**config.mk**
```make
export PLATFORM = sky130hd
export DESIGN_NAME = proximity_alert
export DESIGN_NICKNAME = d
export VERILOG_FILES = /design/src/rtl/helmet_pkg.sv /design/src/rtl/beep_timer.sv /design/src/rtl/proximity_alert.sv
export SDC_FILE = /design/constraint.sdc
export NUM_CORES = 1
export LEC_CHECK = 0
export ABC_CLOCK_PERIOD_IN_PS = 4430
export BUFFER_PORTS_ARGS = -buffer_cell sky130_fd_sc_hd__buf_4
export CAP_MARGIN = 15
export CORE_MARGIN = 8
export CORE_UTILIZATION = 50
export DETAILED_ROUTE_END_ITERATION = 8
export PLACE_DENSITY = 0.67
export SYNTH_ARGS = -nofsm -noshare
export SYNTH_HDL_FRONTEND = slang
export SYNTH_HIERARCHICAL = 1
export SYNTH_SLANG_ARGS = --single-unit
```
**constraint.sdc**
```tcl
create_clock -name sys_clk -period 4.43 [get_ports sys_clk]
set_input_delay 0.443 -clock sys_clk [delete_from_list [all_inputs] [get_ports sys_clk]]
set_output_delay 0.443 -clock sys_clk [all_outputs]
set_load 0.01 [all_outputs]
```
**src/rtl/helmet_pkg.sv**
```systemverilog
// -----------------------------------------------------------------------------
// helmet_pkg
//   Shared constants, the beep state encoding and the echo-to-distance helper
//   used by the proximity alert top and its beep timer.
// -----------------------------------------------------------------------------
package helmet_pkg;

    localparam int unsigned DIST_W   = 9;                  // distance width, cm
    localparam int unsigned SUM_W    = DIST_W + 2;         // 4-entry history sum
    localparam int unsigned PERIOD_W = DIST_W + 1;         // beep period, ms

    localparam logic [DIST_W-1:0] MAX_CM   = 9'd400;       // sensor range limit
    localparam logic [10:0]       RECIP_58 = 11'd1130;     // 65536 / 58 (us -> cm)

    localparam logic [DIST_W-1:0]   CONT_CM       = 9'd20; // continuous-tone limit
    localparam logic [PERIOD_W-1:0] BEEP_ON_MS    = 10'd20;
    localparam logic [PERIOD_W-1:0] MIN_PERIOD_MS = 10'd40;

    typedef enum logic [1:0] {
        BEEP_IDLE,
        BEEP_ON,
        BEEP_OFF,
        BEEP_CONT
    } beep_state_e;

    // Echo high time (us) to distance (cm): width * 1130 in a 27-bit product,
    // upper 11 bits kept, then clamped to the sensor range. A timed-out echo
    // reads as "nothing in range".
    function automatic logic [DIST_W-1:0] echo_to_cm(input logic [15:0] width_us,
                                                     input logic        timeout);
        logic [10:0] raw;
        raw = 11'(({11'b0, width_us} * {16'b0, RECIP_58}) >> 16);
        if (timeout || (raw > {2'b00, MAX_CM})) begin
            return MAX_CM;
        end
        return raw[DIST_W-1:0];
    endfunction

endpackage

```
**src/rtl/beep_timer.sv**
```systemverilog
// -----------------------------------------------------------------------------
// beep_timer
//   Millisecond prescaler and the buzzer pattern FSM. The beep period follows
//   the obstacle distance (2 ms per cm, floor 40 ms, 20 ms on-time); very close
//   obstacles give a continuous tone.
//
//   sys_clk    in   clock, rising edge
//   sys_rst_n  in   asynchronous active-low reset
//   tick_us    in   1-cycle strobe per microsecond
//   near       in   proximity flag; 0 silences the buzzer
//   clear      in   stale-data override, forces IDLE
//   dist_cm    in   filtered distance, cm
//   ms_tick    out  1-cycle strobe per millisecond (combinational)
//   alert_out  out  registered buzzer drive
// -----------------------------------------------------------------------------
module beep_timer
    import helmet_pkg::*;
#(
    parameter int unsigned TICKS_PER_MS = 1000
) (
    input  logic              sys_clk,
    input  logic              sys_rst_n,
    input  logic              tick_us,
    input  logic              near,
    input  logic              clear,
    input  logic [DIST_W-1:0] dist_cm,
    output logic              ms_tick,
    output logic              alert_out
);

    localparam int unsigned US_W        = (TICKS_PER_MS > 1) ? $clog2(TICKS_PER_MS) : 1;
    localparam int unsigned US_LAST_INT = TICKS_PER_MS - 1;
    localparam logic [US_W-1:0] US_LAST = US_LAST_INT[US_W-1:0];

    logic [US_W-1:0]     us_cnt_q,  us_cnt_d;
    beep_state_e         state_q,   state_d;
    logic [PERIOD_W-1:0] elapsed_q, elapsed_d;   // ms since the last ON entry
    logic [PERIOD_W-1:0] period_q,  period_d;    // period latched at ON entry
    logic                alert_q,   alert_d;

    logic [PERIOD_W-1:0] elapsed_inc;
    logic [PERIOD_W-1:0] period_now;
    logic                dist_close;

    always_comb begin
        us_cnt_d = us_cnt_q;
        ms_tick  = 1'b0;
        if (tick_us) begin
            if (us_cnt_q == US_LAST) begin
                us_cnt_d = '0;
                ms_tick  = 1'b1;
            end else begin
                us_cnt_d = us_cnt_q + 1'b1;
            end
        end
    end

    assign elapsed_inc = elapsed_q + 1'b1;
    assign period_now  = ({dist_cm, 1'b0} < MIN_PERIOD_MS) ? MIN_PERIOD_MS
                                                           : {dist_cm, 1'b0};
    assign dist_close  = (dist_cm < CONT_CM);

    always_comb begin
        state_d   = state_q;
        elapsed_d = elapsed_q;
        period_d  = period_q;

        case (state_q)
            BEEP_IDLE: begin
                if (near) begin
                    elapsed_d = '0;
                    if (dist_close) begin
                        state_d  = BEEP_CONT;
                        period_d = MIN_PERIOD_MS;
                    end else begin
                        state_d  = BEEP_ON;
                        period_d = period_now;
                    end
                end
            end

            BEEP_ON: begin
                if (ms_tick) begin
                    elapsed_d = elapsed_inc;
                    if (elapsed_inc == BEEP_ON_MS) begin
                        state_d = BEEP_OFF;
                    end
                end
            end

            BEEP_OFF: begin
                if (ms_tick) begin
                    if (elapsed_inc >= period_q) begin
                        // Period boundary: re-decide between beeping and a
                        // continuous tone from the current distance.
                        elapsed_d = '0;
                        if (dist_close) begin
                            state_d  = BEEP_CONT;
                            period_d = MIN_PERIOD_MS;
                        end else begin
                            state_d  = BEEP_ON;
                            period_d = period_now;
                        end
                    end else begin
                        elapsed_d = elapsed_inc;
                    end
                end
            end

            BEEP_CONT: begin
                // Keep the period phase running so that leaving CONT resumes
                // beeping on a period boundary rather than immediately.
                if (ms_tick) begin
                    elapsed_d = (elapsed_inc >= period_q) ? '0 : elapsed_inc;
                end
                if (!dist_close) begin
                    state_d = BEEP_OFF;
                end
            end

            default: state_d = BEEP_IDLE;
        endcase

        if (!near || clear) begin
            state_d = BEEP_IDLE;
        end

        alert_d = (state_d == BEEP_ON) || (state_d == BEEP_CONT);
    end

    always_ff @(posedge sys_clk or negedge sys_rst_n) begin
        if (!sys_rst_n) begin
            us_cnt_q  <= '0;
            state_q   <= BEEP_IDLE;
            elapsed_q <= '0;
            period_q  <= MIN_PERIOD_MS;
            alert_q   <= 1'b0;
        end else begin
            us_cnt_q  <= us_cnt_d;
            state_q   <= state_d;
            elapsed_q <= elapsed_d;
            period_q  <= period_d;
            alert_q   <= alert_d;
        end
    end

    assign alert_out = alert_q;

endmodule

```
**src/rtl/proximity_alert.sv**
```systemverilog
// -----------------------------------------------------------------------------
// proximity_alert
//   Ultrasonic echo to filtered distance, proximity flag with hysteresis and a
//   distance-dependent buzzer pattern. Pipeline: echo -> raw cm (1 cycle) ->
//   4-sample moving average (1 cycle) -> near flag (1 cycle). Data older than
//   STALE_MS invalidates the outputs and re-primes the filter.
//
//   sys_clk        in   clock, rising edge
//   sys_rst_n      in   asynchronous active-low reset
//   tick_us        in   1-cycle strobe per microsecond
//   echo_valid     in   1-cycle strobe: new measurement
//   echo_width_us  in   echo high time, us
//   echo_timeout   in   1 = no echo received
//   dist_cm        out  filtered distance, cm
//   dist_valid     out  dist_cm is fresh
//   near           out  obstacle-proximity flag
//   alert_out      out  buzzer drive
//
//   TICKS_PER_MS sets how many tick_us strobes make one millisecond.
// -----------------------------------------------------------------------------
module proximity_alert
    import helmet_pkg::*;
#(
    parameter int unsigned NEAR_CM      = 100,
    parameter int unsigned HYST_CM      = 10,
    parameter int unsigned STALE_MS     = 200,
    parameter int unsigned TICKS_PER_MS = 1000
) (
    input  logic              sys_clk,
    input  logic              sys_rst_n,
    input  logic              tick_us,
    input  logic              echo_valid,
    input  logic [15:0]       echo_width_us,
    input  logic              echo_timeout,
    output logic [DIST_W-1:0] dist_cm,
    output logic              dist_valid,
    output logic              near,
    output logic              alert_out
);

    localparam int unsigned EXIT_CM = NEAR_CM + HYST_CM;
    localparam logic [DIST_W:0] NEAR_TH = NEAR_CM[DIST_W:0];
    localparam logic [DIST_W:0] EXIT_TH = EXIT_CM[DIST_W:0];

    localparam int unsigned STALE_W = $clog2(STALE_MS + 1);
    localparam logic [STALE_W-1:0] STALE_LIM = STALE_MS[STALE_W-1:0];

    // Stage 1: converted sample.
    logic [DIST_W-1:0]  raw_q,       raw_d;
    logic               raw_valid_q, raw_valid_d;

    // Stage 2: moving-average history (circular, ptr_q marks the oldest).
    logic [DIST_W-1:0]  hist_q [4];
    logic [DIST_W-1:0]  hist_d [4];
    logic [SUM_W-1:0]   sum_q,       sum_d;
    logic [1:0]         ptr_q,       ptr_d;
    logic               prime_q,     prime_d;
    logic [DIST_W-1:0]  dist_cm_q,   dist_cm_d;
    logic               dist_valid_q, dist_valid_d;

    // Stage 3 and staleness.
    logic               near_q,      near_d;
    logic [STALE_W-1:0] stale_cnt_q, stale_cnt_d;
    logic               stale;
    logic               ms_tick;

    assign stale = (stale_cnt_q == STALE_LIM);

    // NOTE: every signal gets its default before any branch so no path leaves
    // one unassigned, which would otherwise infer a latch.
    always_comb begin
        raw_d        = raw_q;
        raw_valid_d  = echo_valid;
        hist_d       = hist_q;
        sum_d        = sum_q;
        ptr_d        = ptr_q;
        prime_d      = prime_q;
        dist_cm_d    = dist_cm_q;
        dist_valid_d = dist_valid_q;
        near_d       = near_q;
        stale_cnt_d  = stale_cnt_q;

        if (echo_valid) begin
            raw_d = echo_to_cm(echo_width_us, echo_timeout);
        end

        if (raw_valid_q) begin
            if (prime_q) begin
                // First sample after reset or stale fills the whole history so
                // the average starts at the measured value, not at zero.
                hist_d  = '{default: raw_q};
                sum_d   = {raw_q, 2'b00};
                ptr_d   = 2'd0;
                prime_d = 1'b0;
            end else begin
                hist_d[ptr_q] = raw_q;
                sum_d         = sum_q - {2'b00, hist_q[ptr_q]} + {2'b00, raw_q};
                ptr_d         = ptr_q + 2'd1;
            end
            dist_cm_d    = sum_d[SUM_W-1:2];
            dist_valid_d = 1'b1;
        end

        // Hysteresis band [NEAR_CM, NEAR_CM + HYST_CM) holds the last decision.
        if ({1'b0, dist_cm_q} < NEAR_TH) begin
            near_d = 1'b1;
        end else if ({1'b0, dist_cm_q} >= EXIT_TH) begin
            near_d = 1'b0;
        end
        if (!dist_valid_q) begin
            near_d = 1'b0;
        end

        if (echo_valid) begin
            stale_cnt_d = '0;
        end else if (ms_tick && !stale) begin
            stale_cnt_d = stale_cnt_q + 1'b1;
        end

        if (stale) begin
            dist_valid_d = 1'b0;
            near_d       = 1'b0;
            prime_d      = 1'b1;
        end
    end

    // NOTE: non-blocking assignments so every flop samples the pre-edge values
    // regardless of the order the statements appear in.
    always_ff @(posedge sys_clk or negedge sys_rst_n) begin
        if (!sys_rst_n) begin
            raw_q        <= '0;
            raw_valid_q  <= 1'b0;
            // NOTE: the history is a four-entry register array, not a RAM, so
            // it is reset along with the other flops.
            hist_q       <= '{default: '0};
            sum_q        <= '0;
            ptr_q        <= 2'd0;
            prime_q      <= 1'b1;
            dist_cm_q    <= '0;
            dist_valid_q <= 1'b0;
            near_q       <= 1'b0;
            stale_cnt_q  <= '0;
        end else begin
            raw_q        <= raw_d;
            raw_valid_q  <= raw_valid_d;
            hist_q       <= hist_d;
            sum_q        <= sum_d;
            ptr_q        <= ptr_d;
            prime_q      <= prime_d;
            dist_cm_q    <= dist_cm_d;
            dist_valid_q <= dist_valid_d;
            near_q       <= near_d;
            stale_cnt_q  <= stale_cnt_d;
        end
    end

    beep_timer #(
        .TICKS_PER_MS (TICKS_PER_MS)
    ) u_beep_timer (
        .sys_clk   (sys_clk),
        .sys_rst_n (sys_rst_n),
        .tick_us   (tick_us),
        .near      (near_q),
        .clear     (stale),
        .dist_cm   (dist_cm_q),
        .ms_tick   (ms_tick),
        .alert_out (alert_out)
    );

    assign dist_cm    = dist_cm_q;
    assign dist_valid = dist_valid_q;
    assign near       = near_q;

endmodule
```
Word-level counts from Yosys, hierarchy flattened. Index checks and enable logic that the tools add are counted.

Flip-flop bits (word level): 112. Input port bits: 21. Output and inout bits: 12. Logic and storage cells: 108.

Add/subtract/negate cells: 6. Multipliers: 1. $lt $le $gt $ge: 8. Eq/ne operators: 14. Multiplexer cells: 46. Bitwise gates (word level): 1. Reductions and logical operators: 14.

Operators with widths (count): 2-to-1 mux 10 bit (10); 2-to-1 mux 9 bit (5); bitwise mux 36 bit (1); 2-to-1 mux 36 bit (1); one-hot mux 10 bit (3 select lines) (1); multiplier 16 x 10 -> 26 bit (second input constant) (1); adder 10 x 1 -> 10 bit (second input constant) (2); one-hot mux 10 bit (2 select lines) (1); binary-select mux 9 bit (select 2 bit) (1); demux 9 bit (select 2 bit) (1); 2-to-1 mux 2 bit (9); 2-to-1 mux 8 bit (2); 2-to-1 mux 1 bit (12); adder 11 x 9 -> 11 bit (1); greater-than comparator 11 x 9 -> 1 bit (second input constant) (1); 2-to-1 mux 11 bit (1); subtractor 11 x 9 -> 11 bit (1); equality test 10 bit (second input constant) (1); equality test 10 x 5 -> 1 bit (second input constant) (1); greater-or-equal comparator 10 bit (1); < comparator 10 x 6 -> 1 bit (second input constant) (1); greater-or-equal comparator 9 x 7 -> 1 bit (second input constant) (1); < comparator 9 x 5 -> 1 bit (second input constant) (1); < comparator 9 x 7 -> 1 bit (second input constant) (1); 20 further kinds (32).

Longest topological paths before layout.
Word-level depth: 8. Mapped depth: 18. Depth with buffers taken out: 18.

By module. The synthesis kept the hierarchy.

By module, submodules not included: proximity_alert (instances 1, cells an instance 680, area each 6533.8 µm²); beep_timer (instances 1, cells an instance 188, area each 1871.8 µm²).

Worst setup path before layout. Ideal clock, no wire load.

Kind: input-to-reg. Start point: input port echo_width_us[10]. End point: register raw_q[1]. Arrival: 4.550 ns. Data required time: 4.334 ns. Path slack: -0.215 ns. Cell stages on the path: 17. Buffers on the path: 1. Cell sequence: ha_1 -> ha_1 -> fa_1 -> fa_1 -> inv_1 -> fa_1 -> inv_1 -> ha_1 -> buf_6 -> a21oi_4 -> o211ai_1 -> a211o_1 -> a31o_2 -> a21oi_1 -> o221a_2 -> inv_2 -> o32ai_2.

Cells in the longest elaborated chain, start to end: 6.

RTL lines: start: declaration (RTL line proximity_alert.sv:33) `input logic [15:0] echo_width_us,`; multiplier 16 x 10 -> 26 bit (*) (RTL line helmet_pkg.sv:32) `raw = 11'(({11'b0, width_us} * {16'b0, RECIP_58}) >> 16);`; greater-than comparator 11 x 9 -> 1 bit (RTL line helmet_pkg.sv:33) `if (timeout || (raw > {2'b00, MAX_CM})) begin`; logical OR 1 bit (RTL line helmet_pkg.sv:33); 2-to-1 mux 1 bit (RTL line helmet_pkg.sv:33); 2-to-1 mux 1 bit (RTL line proximity_alert.sv:83) `if (echo_valid) begin`; 2-to-1 mux 9 bit (*) (RTL line helmet_pkg.sv:36) `return raw[DIST_W-1:0];`; end signal: assignment (RTL line proximity_alert.sv:144) `raw_q <= raw_d;`; end: declaration (RTL line proximity_alert.sv:49) `logic [DIST_W-1:0] raw_q, raw_d;`.

Every way passes the cells marked *; elsewhere a longest branch is shown, timed or not. The select of a mux whose other input is x is not followed. A chain may end at the register's enable or synchronous reset.

Worst setup path in the final report.
Start point: input port echo_width_us[9]. End point: register raw_q[2].

The elaborated chain is that of the path after synthesis.

==> results.py <==
metrics = {
    "status": {
        "outcome": "completed",
    },
    "clocking": {
        "numCtsBuffers": 9,
        "cts_tree": "yes",
        "clk_path_buf_depth": 2,
        "cts-root-buf": "clkbuf_16",
        "htreeDepth": 3,
        "cts_sinks": 101,
        "clk_pin_slew_worst_paths_ps": 70,
        "clkLatencyLatePin_ps": 350,
        "ctsHoldBuffers": 0,
    },
    "pwr": {
        "p_clk_share_pct": 11.5,
        "cell_internal_pwr_uw": 4040,
        "power_frac_comb_pct": 67.5,
        "powerDensity_nw_per_um2": 713,
        "p_leak_uw": 0.00480,
        "sw_frac_of_total_pct": 42.7,
        "power.share.sequential_pct": 21.0,
        "vdd_drop_max_v": 0.000478,
        "p_switching_uw": 3010,
    },
    "logic_synthesis": {
        "synth_xor_area_share_pct": 3.23,
        "synth-simple-area-share_pct": 11.9,
        "synth_top_family_by_area": "adder cells",
        "ys_seq_area_share_pct": 30.1,
        "synthMuxAreaShare_pct": 4.55,
        "syn_area_sq_um": 8410,
        "ys_top_cells_by_area": "dfrtp_1, ha_1, fa_1, inv_1, o21ai_0",
        "synthAdderAreaFrac_pct": 27.1,
        "synth_cell_types": 75,
        "syn_inst": 868,
        "synth_edf_count": 0,
        "synthArstFlopShare_pct": 100,
        "syn_nets": 1046,
        "syn_area_per_cell_sq_um": 9.68,
        "synth_top_area_cell": "dfrtp_1",
        "yosys_register_bits": 101,
        "ys_warn_count": 6,
        "synth_compound_area_share_pct": 15.0,
        "yosys_most_used_dff": "dfrtp_1",
        "yosys.area.top_type_share_pct": 29.2,
    },
    "setup_path": {
        "crit_path_max_incr_delay_ps": 500,
        "reg2reg_depth": 12,
        "r2r-start": "ptr_q[0]",
        "cp.arrival_ps": 4540,
        "cp_common_cell": "fa_1",
        "startpoint_type": "input pin",
        "cp_max_fo": 7,
        "reg2reg_to": "sum_q[9]",
        "crit_chain": "buf_4 -> ha_1 -> ha_1 -> fa_1 -> fa_1 -> inv_1 -> fa_1 -> inv_1 -> ha_4 -> buf_6 -> nand2_1 -> or2_2 -> a211oi_1 -> nor3_1 -> xor2_1 -> buf_4 -> a41o_1 -> nand4_1 -> o211ai_1",
        "cp-end-kind": "register",
        "critPathBufInv": 5,
        "path_delay_family": "adder cells",
        "cp_slowest_cell": "fa_1",
        "cp.required_ps": 4650,
        "critPathKind": "input pin to register",
        "r2r_slack_ps": 670,
    },
    "sta": {
        "slew_viol_final": 0,
        "whs_ps": 197,
        "setup_viol": 0,
        "worstMarginPinSlew_ps": 1100,
        "hold_viol_final": 0,
        "max_freq_ghz": 0.231,
        "period_needed_ps": 4320,
        "rsz0062_at_grt": "yes",
        "finalClockSkew_ps": 7.13,
        "finalCritPeriodShare_pct": 97.6,
        "max_slew_margin_pct": 25.9,
    },
    "cells_and_area": {
        "num_antenna_cells": 0,
        "post-route-util_pct": 59.9,
        "drive_gt1_share_pct": 21.0,
        "multiInputGateArea_sq_um": 5500,
        "nets": 1131,
        "nFillCells": 1454,
        "ff_latch_area_sq_um": 2530,
        "fin_area_sq_um": 9890,
        "area_growth_pct": 17.7,
    },
    "run": {
        "drv_cap": 0,
    },
    "global_routing": {
        "grt_pass1_vias": 6511,
        "grt_pass1_wl_um": 30900,
        "track_usage_pct": 17.3,
        "grt_start_max_net_pins": 71,
        "antenna_found_initial": 0,
        "globalRoute.totalOverflow": 0,
    },
    "place": {
        "place_area_sq_um": 9340,
        "place.gp.congestion": 0.837,
        "numPortBuffers": 32,
        "dp_hpwl_um": 13900,
    },
    "floorplan": {
        "io_pins": 33,
        "dieArea_sq_um": 21200,
        "num_rows": 47,
        "initial_utilization_pct": 50.9,
        "coreArea_sq_um": 16500,
        "die_w_um": 146,
        "die_y_um": 146,
    },
    "routing": {
        "drc": 0,
        "drt-vias-per-instance": 5.36,
        "dr.pass1.iters": 4,
        "ant_nets": 0,
        "drt-total-wl_um": 17700,
        "wl_per_cell_um": 15.1,
        "detailroute.via_count": 6319,
        "first_iter_violations": 325,
    },
    "min_path": {
        "hold_class": "input pin to async pin",
    },
}
==> layout make-up <==
type	instances	share of cell area, %
clock buffer	10	2.42
clock inverter	6	0.721
inverter	135	5.12
multi-input combinational	604	55.6
sequential	101	25.6
tap	220	2.78
timing repair buffer	102	7.78
==> per-layer routing <==
layer	global-route usage [%]	share of wire (%)	vias to the layer above
li1	-	-	3185
met1	22.2	47	3039
met2	30.2	50	79
met3	1.93	2.3	16
met4	4.89	1.3	0
met5	0	0	-
==> placed cells by master, fill, tap and decap left out, types with 19 or more instances in the layout <==
master     n
a21oi_1   27
buf_4    101
dfrtp_1   98
fa_1      40
ha_1      94
inv_1    129
nand2_1   76
nand3_1   19
nand4_1   20
nor2_1    37
o21ai_0   62
==> synth_stat cells, drive strengths merged (15+ instances only) <==
cell type	count
ha	115
a21oi	37
xnor2	17
nand2	76
o21ai	73
fa	42
inv	135
nor2	39
nand4	20
dfrtp	98
clkbuf	15
nand3	21
==> state kept, by name, summed over array words and instances (netlist names) <==
signal and cells:
u_beep_timer/alert_out 1, u_beep_timer/elapsed_q 10, raw_q 9, u_beep_timer/state_q 1, ptr_q 2, near 1
u_beep_timer/us_cnt_q 10, hist_q 36, sum_q 11, prime_q 1, dist_valid 1, raw_valid_q 1
stale_cnt_q 8, u_beep_timer/period_q 9
==> kinds of logic (layout without fill, tap and decap cells) <==
family,after synthesis,count (layout)
AND/OR/NAND/NOR,198,198
AO/OA/AOI/OAI,192,192
buffers and inverters,163,253
adder cells (fa/ha/maj),157,157
flip-flops,101,101
XOR/XNOR,31,31
multiplexers,26,26
==> through the flow <==
stage | TNS, ps | cells | total power (uW) | setup WS (ps)
finish | 0 | 1178 | 7050 | 106
global route | -88.0 | 1178 | 7810 | -45.2
CTS | 0 | 1174 | 6830 | 40.6
detailed placement | -2120 | 1158 | 5970 | -321
global placement | -1740 | 1158 | 5900 | -282
floorplan | -6.63 | 868 | 4770 | -6.63
==> timing repair <==
item                                    4_1_cts  5_1_grt
setup buffers                                 0        4
resized for setup                             0       37
endpoints found under the setup margin        0        8
==> worst max path at each step <==
stage	from	endpoint	slack, ps	cells past startpoint
after global placement	echo_width_us[7]	raw_q[1]	-280	17
final	echo_width_us[9]	raw_q[2]	110	19
after global routing	echo_width_us[9]	raw_q[2]	-50	19
after CTS	echo_width_us[7]	raw_q[2]	40	18
after floorplan	echo_width_us[7]	raw_q[1]	-7	16
after detailed placement	echo_width_us[5]	raw_q[1]	-320	19
==> worst reg2reg max path: cells and delay by family, from the launching register on <==
family	cells	cell delay, ps
AO/OA/AOI/OAI	6	1410
XOR/XNOR	1	150
adder cells (fa/ha/maj)	2	810
buffers and inverters	1	70
flip-flops	1	490
multiplexers	1	590
AND/OR/NAND/NOR	1	70
==> power by group through the flow <==
stage / Clock, uW / Combinational, uW / Sequential (uW)
2_1_floorplan: 0 / 3360 / 1420
3_3_place_gp: 0 / 4410 / 1490
3_5_place_dp: 0 / 4470 / 1500
4_1_cts: 832 / 4520 / 1490
5_1_grt: 868 / 5410 / 1530
6_report: 810 / 4760 / 1480
No activity file was read; power rests on OpenSTA's default activity.
